`config.mk`:
```
export PLATFORM = sky130hd
export DESIGN_NAME = sobel_window_gen
export DESIGN_NICKNAME = d
export VERILOG_FILES = /design/src/rtl/sobel_window_gen_pkg.sv /design/src/rtl/sobel_line_buffer.sv /design/src/rtl/sobel_window_gen.sv
export SDC_FILE = /design/constraint.sdc
export NUM_CORES = 1
export LEC_CHECK = 0
export ABC_AREA = 1
export BUFFER_PORTS_ARGS = -buffer_cell sky130_fd_sc_hd__buf_2
export CORE_MARGIN = 2
export CORE_UTILIZATION = 40
export CTS_BUF_LIST = sky130_fd_sc_hd__clkbuf_8
export DETAILED_ROUTE_END_ITERATION = 6
export PLACE_DENSITY_LB_ADDON = 0.3
export SLEW_MARGIN = 20
export SYNTH_ARGS = -nofsm -noshare
export SYNTH_HDL_FRONTEND = slang
export SYNTH_SLANG_ARGS = --single-unit
```
`constraint.sdc`:
```
create_clock -name clk -period 3.1 [get_ports clk]
set_input_delay 0.155 -clock clk [delete_from_list [all_inputs] [get_ports clk]]
set_output_delay 0.155 -clock clk [all_outputs]
set_load 0.02 [all_outputs]
```
`src/rtl/sobel_window_gen_pkg.sv`:
```
// Shared constants for the Sobel window front end and the sobel3x3det bench.
// Window slots are numbered row-major: Z1..Z3 top row, Z4..Z6 centre row
// (Z5 is the centre pixel), Z7..Z9 bottom row.
package sobel_window_gen_pkg;

  localparam int unsigned SOBEL_PIX_W = 8;
  localparam int unsigned WIN_SIZE    = 9;

  localparam int unsigned Z1 = 0;
  localparam int unsigned Z2 = 1;
  localparam int unsigned Z3 = 2;
  localparam int unsigned Z4 = 3;
  localparam int unsigned Z5 = 4;
  localparam int unsigned Z6 = 5;
  localparam int unsigned Z7 = 6;
  localparam int unsigned Z8 = 7;
  localparam int unsigned Z9 = 8;

endpackage

```
`src/rtl/sobel_line_buffer.sv`:
```
// One image row of pixel storage, 1 read / 1 write port on a shared address.
// The read is combinational and returns the value stored before any write at
// the same address on this clock edge (read-before-write).
//   clk   : clock
//   we    : write enable
//   addr  : column index
//   wdata : pixel to store at addr
//   rdata : pixel currently stored at addr
module sobel_line_buffer #(
  parameter int unsigned DEPTH = 4,
  parameter int unsigned PIX_W = 8
) (
  input  logic                     clk,
  input  logic                     we,
  input  logic [$clog2(DEPTH)-1:0] addr,
  input  logic [PIX_W-1:0]         wdata,
  output logic [PIX_W-1:0]         rdata
);

  // Contents need no reset: rows are fully rewritten before they are used.
  logic [PIX_W-1:0] mem [DEPTH];

  assign rdata = mem[addr];

  always_ff @(posedge clk) begin
    if (we) begin
      mem[addr] <= wdata;
    end
  end

endmodule

```
`src/rtl/sobel_window_gen.sv`:
```
// Streaming 3x3 window generator feeding the sobel3x3det detector.
// Takes a raster-order pixel stream and emits one 3x3 neighbourhood per
// interior pixel, with valid/ready handshakes on both sides.
//   clk        : clock
//   reset      : asynchronous active-low reset
//   pix_in     : input pixel
//   pix_valid  : pix_in valid
//   pix_ready  : block can accept a pixel this cycle
//   z1..z9     : window, row-major, z5 is the centre pixel
//   win_valid  : z1..z9 hold a valid window
//   win_ready  : downstream takes the window this cycle
//   win_eol    : window is the last of its row
//   win_last   : window is the last of the frame
module sobel_window_gen
  import sobel_window_gen_pkg::*;
#(
  parameter int unsigned IMG_ROWS = 3,
  parameter int unsigned IMG_COLS = 4,
  parameter int unsigned PIX_W    = SOBEL_PIX_W
) (
  input  logic             clk,
  input  logic             reset,
  input  logic [PIX_W-1:0] pix_in,
  input  logic             pix_valid,
  output logic             pix_ready,
  output logic [PIX_W-1:0] z1,
  output logic [PIX_W-1:0] z2,
  output logic [PIX_W-1:0] z3,
  output logic [PIX_W-1:0] z4,
  output logic [PIX_W-1:0] z5,
  output logic [PIX_W-1:0] z6,
  output logic [PIX_W-1:0] z7,
  output logic [PIX_W-1:0] z8,
  output logic [PIX_W-1:0] z9,
  output logic             win_valid,
  input  logic             win_ready,
  output logic             win_eol,
  output logic             win_last
);

  localparam int unsigned CW = $clog2(IMG_COLS);
  localparam int unsigned RW = $clog2(IMG_ROWS);
  localparam logic [CW-1:0] ColLast = CW'(IMG_COLS - 1);
  localparam logic [RW-1:0] RowLast = RW'(IMG_ROWS - 1);
  localparam logic [CW-1:0] ColTwo  = CW'(2);
  localparam logic [RW-1:0] RowTwo  = RW'(2);

  logic [CW-1:0]    col_q;
  logic [RW-1:0]    row_q;
  logic             accept;
  logic             emit;
  logic             at_eol;
  logic             at_eof;
  logic [PIX_W-1:0] lb0_rd;
  logic [PIX_W-1:0] lb1_rd;
  logic [PIX_W-1:0] win_q [WIN_SIZE];
  logic [PIX_W-1:0] win_d [WIN_SIZE];
  logic [PIX_W-1:0] z_q   [WIN_SIZE];
  logic             win_valid_q;
  logic             eol_q;
  logic             last_q;

  // Single output register stage: a new pixel may enter whenever the held
  // window is empty or leaves this cycle.
  assign pix_ready = !win_valid_q || win_ready;
  assign accept    = pix_valid && pix_ready;
  assign at_eol    = (col_q == ColLast);
  assign at_eof    = at_eol && (row_q == RowLast);
  // Requiring row >= 2 of the current frame keeps stale line data out.
  assign emit      = accept && (row_q >= RowTwo) && (col_q >= ColTwo);

  // lb0 holds row r-1, lb1 holds row r-2; lb1 is refilled from lb0's old word.
  sobel_line_buffer #(
    .DEPTH (IMG_COLS),
    .PIX_W (PIX_W)
  ) u_lb0 (
    .clk   (clk),
    .we    (accept),
    .addr  (col_q),
    .wdata (pix_in),
    .rdata (lb0_rd)
  );

  sobel_line_buffer #(
    .DEPTH (IMG_COLS),
    .PIX_W (PIX_W)
  ) u_lb1 (
    .clk   (clk),
    .we    (accept),
    .addr  (col_q),
    .wdata (lb0_rd),
    .rdata (lb1_rd)
  );

  // Window after this accept: shift columns left, new right column enters.
  always_comb begin
    win_d[Z1] = win_q[Z2];
    win_d[Z2] = win_q[Z3];
    win_d[Z3] = lb1_rd;
    win_d[Z4] = win_q[Z5];
    win_d[Z5] = win_q[Z6];
    win_d[Z6] = lb0_rd;
    win_d[Z7] = win_q[Z8];
    win_d[Z8] = win_q[Z9];
    win_d[Z9] = pix_in;
  end

  always_ff @(posedge clk) begin
    if (accept) begin
      win_q <= win_d;
    end
  end

  always_ff @(posedge clk or negedge reset) begin
    if (!reset) begin
      col_q       <= '0;
      row_q       <= '0;
      win_valid_q <= 1'b0;
      eol_q       <= 1'b0;
      last_q      <= 1'b0;
      z_q         <= '{default: '0};
    end else begin
      if (accept) begin
        if (at_eol) begin
          col_q <= '0;
          row_q <= (row_q == RowLast) ? '0 : row_q + 1'b1;
        end else begin
          col_q <= col_q + 1'b1;
        end
      end
      if (emit) begin
        z_q         <= win_d;
        win_valid_q <= 1'b1;
        eol_q       <= at_eol;
        last_q      <= at_eof;
      end else if (win_ready) begin
        win_valid_q <= 1'b0;
      end
    end
  end

  assign z1        = z_q[Z1];
  assign z2        = z_q[Z2];
  assign z3        = z_q[Z3];
  assign z4        = z_q[Z4];
  assign z5        = z_q[Z5];
  assign z6        = z_q[Z6];
  assign z7        = z_q[Z7];
  assign z8        = z_q[Z8];
  assign z9        = z_q[Z9];
  assign win_valid = win_valid_q;
  assign win_eol   = eol_q;
  assign win_last  = last_q;

endmodule

```
# After elaboration in Yosys (flattened, before gate mapping)
# Memory sizes are Yosys's and may differ from the RTL's.
# Index checks and enable logic that the tools add are counted.
totals:
  register_bits: 127
  ramBits: 64
  input_bits: 12
  out_inout_bits: 76
  memories: 2
classes:
  addsub: 2
  order_cmp: 2
  eq_ne: 2
  n_mux: 6
  reduce_logical: 8
memory_table:
  columns: ["name", "depth", "word_bits", "rd", "rd_ports_with_merged_regs", "write_ports", "line", "source"]
  rows:
  - ["u_lb0.mem", 4, 8, 1, 0, 1, "sobel_line_buffer.sv:21", "logic [PIX_W-1:0] mem [DEPTH];"]
  - ["u_lb1.mem", 4, 8, 1, 0, 1, "sobel_line_buffer.sv:21", null]
op_table:
  columns: ["cell", "n"]
  rows:
  - ["$add A2 B1 Y2 const B", 2]
  - ["$eq A2 B2 Y1 const B", 2]
  - ["$ge A2 B2 Y1 const B", 2]
  - ["$logic_and A1 B1 Y1", 4]
  - ["$mux W1", 4]
  - ["$mux W2", 2]
  - ["$reduce_and A2 Y1", 1]
  - ["$reduce_bool A2 Y1", 1]
  - ["$logic_not A1 Y1", 1]
  - ["$logic_or A1 B1 Y1", 1]

# Logic depth before layout (Yosys ltp)
logic_depth:
  ltp_word: 6
  depth_mapped: 11
  ltp_nobuf: 7

# By module
# A second synthesis with hierarchy kept.
unflattened:
  hier_cells: 632
  area_unflattened_um2: 7359.6
modules_own_cells:
  columns: ["mod", "n_inst", "cells_per_inst", "area_each_um2", "seq_area_each_um2"]
  rows:
  - ["sobel_window_gen", 1, 402, 4667.0, 3418.3]
  - ["sobel_line_buffer", 2, 115, 1346.3, 960.9]

# Least setup slack after synthesis
# No wires, ideal clock.
synth_timing:
  path_kind: "register to register"
  start: "register col_q[0]"
  end: "memory u_lb0.mem[2][0], enable pin"
  setup_time_ps: 388
  t_arrival_ps: 1788
  required_time_ps: 2712
  path_slack_ps: 924
  stages_incl_launch_ff: 7
  path_buffers: 2
  path_cell_list: "dfrtp_1 buf_2 inv_2 buf_2 ha_1 inv_1 nor2_1"
synth_lines:
  columns: ["item", "line", "source"]
  rows:
  - ["start, declared", "sobel_window_gen.sv:48", "logic [CW-1:0] col_q;"]
  - ["start signal, assigned", "sobel_window_gen.sv:128", "col_q <= col_q + 1'b1;"]
  - ["end, declared", "sobel_line_buffer.sv:21", null]
# Straight into the memory's write port.

# Final worst setup path
layout_timing:
  start: "register col_q[0]"
  end: "memory u_lb1.mem[2][3], enable pin"
layout_lines:
  columns: ["item", "line"]
  rows:
  - ["end, declared", "sobel_line_buffer.sv:21"]
# Straight into the memory's write port.

==> metrics.txt <==
# TYPE chip_impl_metric gauge
chip_impl_info{name="status",value="finished clean"} 1
chip_impl_metric{name="mappedNetlistNets",unit=""} 667
chip_impl_metric{name="instances_no_fill",unit=""} 998
chip_impl_metric{name="finish.instance_area",unit="mm2"} 0.00843
chip_impl_metric{name="cpPeakStageDelay",unit="ns"} 0.56
chip_impl_metric{name="worst_clock_skew",unit="ns"} 0.0188
chip_impl_info{name="hold_class",value="input pin to async pin"} 1
chip_impl_metric{name="post-route-drc-count",unit=""} 0
chip_impl_metric{name="cts_buffers",unit=""} 17
chip_impl_metric{name="cts_max_level",unit=""} 4
chip_impl_metric{name="final_setup_tns",unit="ns"} 0
chip_impl_metric{name="routed_wirelength",unit="um"} 13900
chip_impl_metric{name="reg2regPathDepth",unit=""} 5
chip_impl_metric{name="core",unit="mm2"} 0.0178
chip_impl_metric{name="final_max_slew_viol_count",unit=""} 0
chip_impl_info{name="r2r-start",value="col_q[0]"} 1
chip_impl_metric{name="floorplan.die_area",unit="mm2"} 0.0192
chip_impl_metric{name="synth_seq_area_share",unit="%"} 73.7
chip_impl_metric{name="fp.dieH",unit="um"} 139
chip_impl_metric{name="post-cts-setup-buffers",unit=""} 0
chip_impl_metric{name="worstPathRequired",unit="ns"} 3.24
chip_impl_metric{name="num_vias",unit=""} 4510
chip_impl_metric{name="place.gp.congestion",unit=""} 0.730
chip_impl_metric{name="finish.utilization",unit="%"} 47.2
chip_impl_metric{name="grt_antenna_before_repair",unit=""} 0
chip_impl_metric{name="cts.sinks",unit=""} 191
chip_impl_metric{name="placed_cells",unit=""} 956
chip_impl_metric{name="overflow",unit=""} 0
chip_impl_info{name="clock_tree.root_cell",value="sky130_fd_sc_hd__clkbuf_8"} 1
chip_impl_metric{name="hold_buffers",unit=""} 10
chip_impl_metric{name="ir_drop",unit="V"} 0.000556
chip_impl_metric{name="diodes",unit=""} 0
chip_impl_metric{name="n_fill_cell",unit=""} 1679
chip_impl_metric{name="top_level_ports",unit=""} 88
chip_impl_metric{name="post_synth_inst_count",unit=""} 651
chip_impl_metric{name="crit_path_max_fanout",unit=""} 17
chip_impl_info{name="crit_slowest_cell",value="sky130_fd_sc_hd__dfrtp_1"} 1
chip_impl_metric{name="placed_area",unit="mm2"} 0.00791
chip_impl_metric{name="synthesis.area",unit="mm2"} 0.00725
chip_impl_metric{name="rows",unit=""} 49
chip_impl_metric{name="synth.yosys.warnings",unit=""} 0
chip_impl_metric{name="dpl.hpwl",unit="um"} 8730
chip_impl_info{name="critical_path_class",value="flop to flop"} 1
chip_impl_metric{name="leakage",unit="nW"} 4.12
chip_impl_metric{name="power-per-cell-area",unit="mW/mm2"} 1010
chip_impl_metric{name="synth.avg_cell_area",unit="um2"} 11.1
chip_impl_metric{name="die_w",unit="um"} 139
chip_impl_metric{name="detail-route-antenna-nets",unit=""} 0
chip_impl_metric{name="place.port_buffers",unit=""} 87
chip_impl_metric{name="avgViaCountPerCell",unit=""} 4.52
chip_impl_metric{name="max_clock_freq",unit="MHz"} 454
chip_impl_metric{name="ys_types",unit=""} 17
chip_impl_metric{name="dr.first_iter.drc_count",unit=""} 275
chip_impl_metric{name="maxCapViolCount",unit=""} 0
chip_impl_metric{name="post_route_cells_drive_above_1_share",unit="%"} 18.3
chip_impl_metric{name="drt_wl_cell",unit="um"} 13.9
chip_impl_metric{name="final_net_count",unit=""} 772
chip_impl_metric{name="reg2reg_slack",unit="ns"} 0.90
chip_impl_info{name="critPathLaunchType",value="flop"} 1
chip_impl_metric{name="drt_pass1_iterations",unit=""} 4
chip_impl_info{name="reg_to_reg_end",value="u_lb1.mem[2][3]"} 1
chip_impl_metric{name="grt_pass1_wl",unit="um"} 23500
chip_impl_metric{name="final_critical_path_time_including_i_o_delays_and_setup",unit="ns"} 2.20
chip_impl_metric{name="maximum_number_of_pins_on_one_net_before_global_route_repair",unit=""} 80
chip_impl_metric{name="finalSetupViolCount",unit=""} 0
chip_impl_metric{name="max_slew_headroom_at_the_worst_pin",unit="%"} 48.3
chip_impl_info{name="rsz0062_at_grt",value="no"} 1
chip_impl_metric{name="max-clock-path-buffers",unit=""} 2
chip_impl_metric{name="grt_usage",unit="%"} 15.5
chip_impl_metric{name="cp.arrival",unit="ns"} 2.34
chip_impl_metric{name="clock_insertion_delay_worst_skew",unit="ns"} 0.45
chip_impl_metric{name="initial_core_util",unit="%"} 40.6
chip_impl_metric{name="tightest_slew",unit="ns"} 0.773
chip_impl_metric{name="areaGrowthSynthToFinish",unit="%"} 16.3
chip_impl_metric{name="timing.final.crit_share",unit="%"} 71.1
chip_impl_info{name="cp_cell_sequence",value="inv_2, ha_1, inv_1, nor2_1, buf_4"} 1
chip_impl_metric{name="finalHoldViolations",unit=""} 0
chip_impl_info{name="critical_path.endpoint_type",value="flop"} 1
chip_impl_metric{name="grt_pass1_vias",unit=""} 4502
chip_impl_metric{name="cts.repair.resized",unit=""} 0
chip_impl_metric{name="synth.ff_latch_count",unit=""} 191
chip_impl_metric{name="clock_pin_slew_of_the_registers_on_the_worst_case_setup_and_hold_paths",unit="ns"} 0.09
chip_impl_info{name="tritoncts",value="built"} 1
cells in the mapped netlist:
master	instances	area share, %
sky130_fd_sc_hd__buf_2	15	1.0
sky130_fd_sc_hd__buf_6	7	1.1
sky130_fd_sc_hd__clkbuf_1	3	0.16
sky130_fd_sc_hd__clkinv_1	1	0.052
sky130_fd_sc_hd__dfrtp_1	79	27
sky130_fd_sc_hd__edfxtp_1	112	46
sky130_fd_sc_hd__ha_1	4	0.69
sky130_fd_sc_hd__inv_1	71	3.7
sky130_fd_sc_hd__inv_2	3	0.16
sky130_fd_sc_hd__nand2_1	309	16
sky130_fd_sc_hd__nand2_2	3	0.26
sky130_fd_sc_hd__nand3_1	34	2.3
sky130_fd_sc_hd__nor2_1	5	0.26
sky130_fd_sc_hd__nor2_4	1	0.16
sky130_fd_sc_hd__nor3_1	1	0.069
sky130_fd_sc_hd__o21ai_0	2	0.14
sky130_fd_sc_hd__o21ai_4	1	0.22
power by group:
group	total [mW]	switching [mW]	internal [mW]
Sequential	4.12	0.383	3.73
Clock	1.69	0.885	0.809
Combinational	2.69	1.89	0.796
Total	8.50	3.16	5.34
routing by layer:
metal | wire length [um] | vias up | track usage, %
li1 | - | 2245 | -
met1 | 6360 | 2148 | 20.6
met2 | 6700 | 100 | 25.7
met3 | 622 | 17 | 3.25
met4 | 236 | 0 | 4.89
met5 | 0 | - | 0
kinds of logic after synthesis:
logic type / Yosys count / synth area share (%)
buf+inv: 100 / 6.16
flops: 191 / 73.7
compound gates: 3 / 0.363
fa+ha+maj: 4 / 0.691
simple gates: 353 / 19.1
registers in the layout, indices dropped and copies added, names as in the netlist, 2 cells and up:
| register | flops |
|---|---|
| z4 | 8 |
| u_lb1.mem | 32 |
| win_d | 48 |
| z2 | 8 |
| u_lb0.mem | 32 |
| z5 | 8 |
| z9 | 8 |
| z8 | 8 |
| z1 | 8 |
| row_q | 2 |
| z6 | 8 |
| z3 | 8 |
| col_q | 2 |
| z7 | 8 |
worst max-delay path by stage:
stage	from	to	slack (ns)	cells after the start
2_1_floorplan	col_q[0]	u_lb0.mem[2][0]	0.92	6
3_3_place_gp	col_q[0]	u_lb1.mem[2][0]	0.95	5
3_5_place_dp	col_q[0]	u_lb1.mem[2][6]	0.88	5
4_1_cts	col_q[0]	u_lb1.mem[2][6]	0.86	5
5_1_grt	col_q[0]	u_lb1.mem[2][6]	0.70	5
6_report	col_q[0]	u_lb1.mem[2][3]	0.90	5
final cells by class:
| class | instances | area [um2] | share of cell area, % |
|---|---|---|---|
| tap | 229 | 287 | 3.40 |
| timing repair buffer | 111 | 647 | 7.68 |
| inverter | 75 | 282 | 3.34 |
| sequential | 191 | 5340 | 63.4 |
| multi-input combinational | 360 | 1460 | 17.3 |
| clock buffer | 17 | 234 | 2.78 |
| clock inverter | 15 | 179 | 2.12 |
per-stage QoR:
step / hold WS [ns] / setup slack (ns) / power, mW
2_1_floorplan: -0.141 / 0.924 / 5.92
3_3_place_gp: 0.406 / 0.947 / 6.84
5_1_grt: 0.310 / 0.698 / 9.10
3_5_place_dp: 0.419 / 0.875 / 6.91
4_1_cts: 0.280 / 0.858 / 8.63
6_report: 0.310 / 0.896 / 8.50
critical path: cells and delay by family (launching register included):
family        cells  cell delay (ns)
buf+inv           3             0.66
fa+ha+maj         1             0.27
simple gates      1             0.40
flops             1             0.56
layout by cell type, fill, tap and decap left out, types with 4 or more instances in the layout:
master                          instances
sky130_fd_sc_hd__nand2_1              309
sky130_fd_sc_hd__buf_4                 14
sky130_fd_sc_hd__inv_1                 71
sky130_fd_sc_hd__dfrtp_1               79
sky130_fd_sc_hd__inv_6                  6
sky130_fd_sc_hd__nand3_1               34
sky130_fd_sc_hd__nor2_1                 5
sky130_fd_sc_hd__buf_2                 86
sky130_fd_sc_hd__edfxtp_1             112
sky130_fd_sc_hd__dlygate4sd3_1         10
sky130_fd_sc_hd__ha_1                   4
sky130_fd_sc_hd__clkbuf_8              17
sky130_fd_sc_hd__clkinv_2               4
Note: power is estimated with default switching activity, not from simulation.
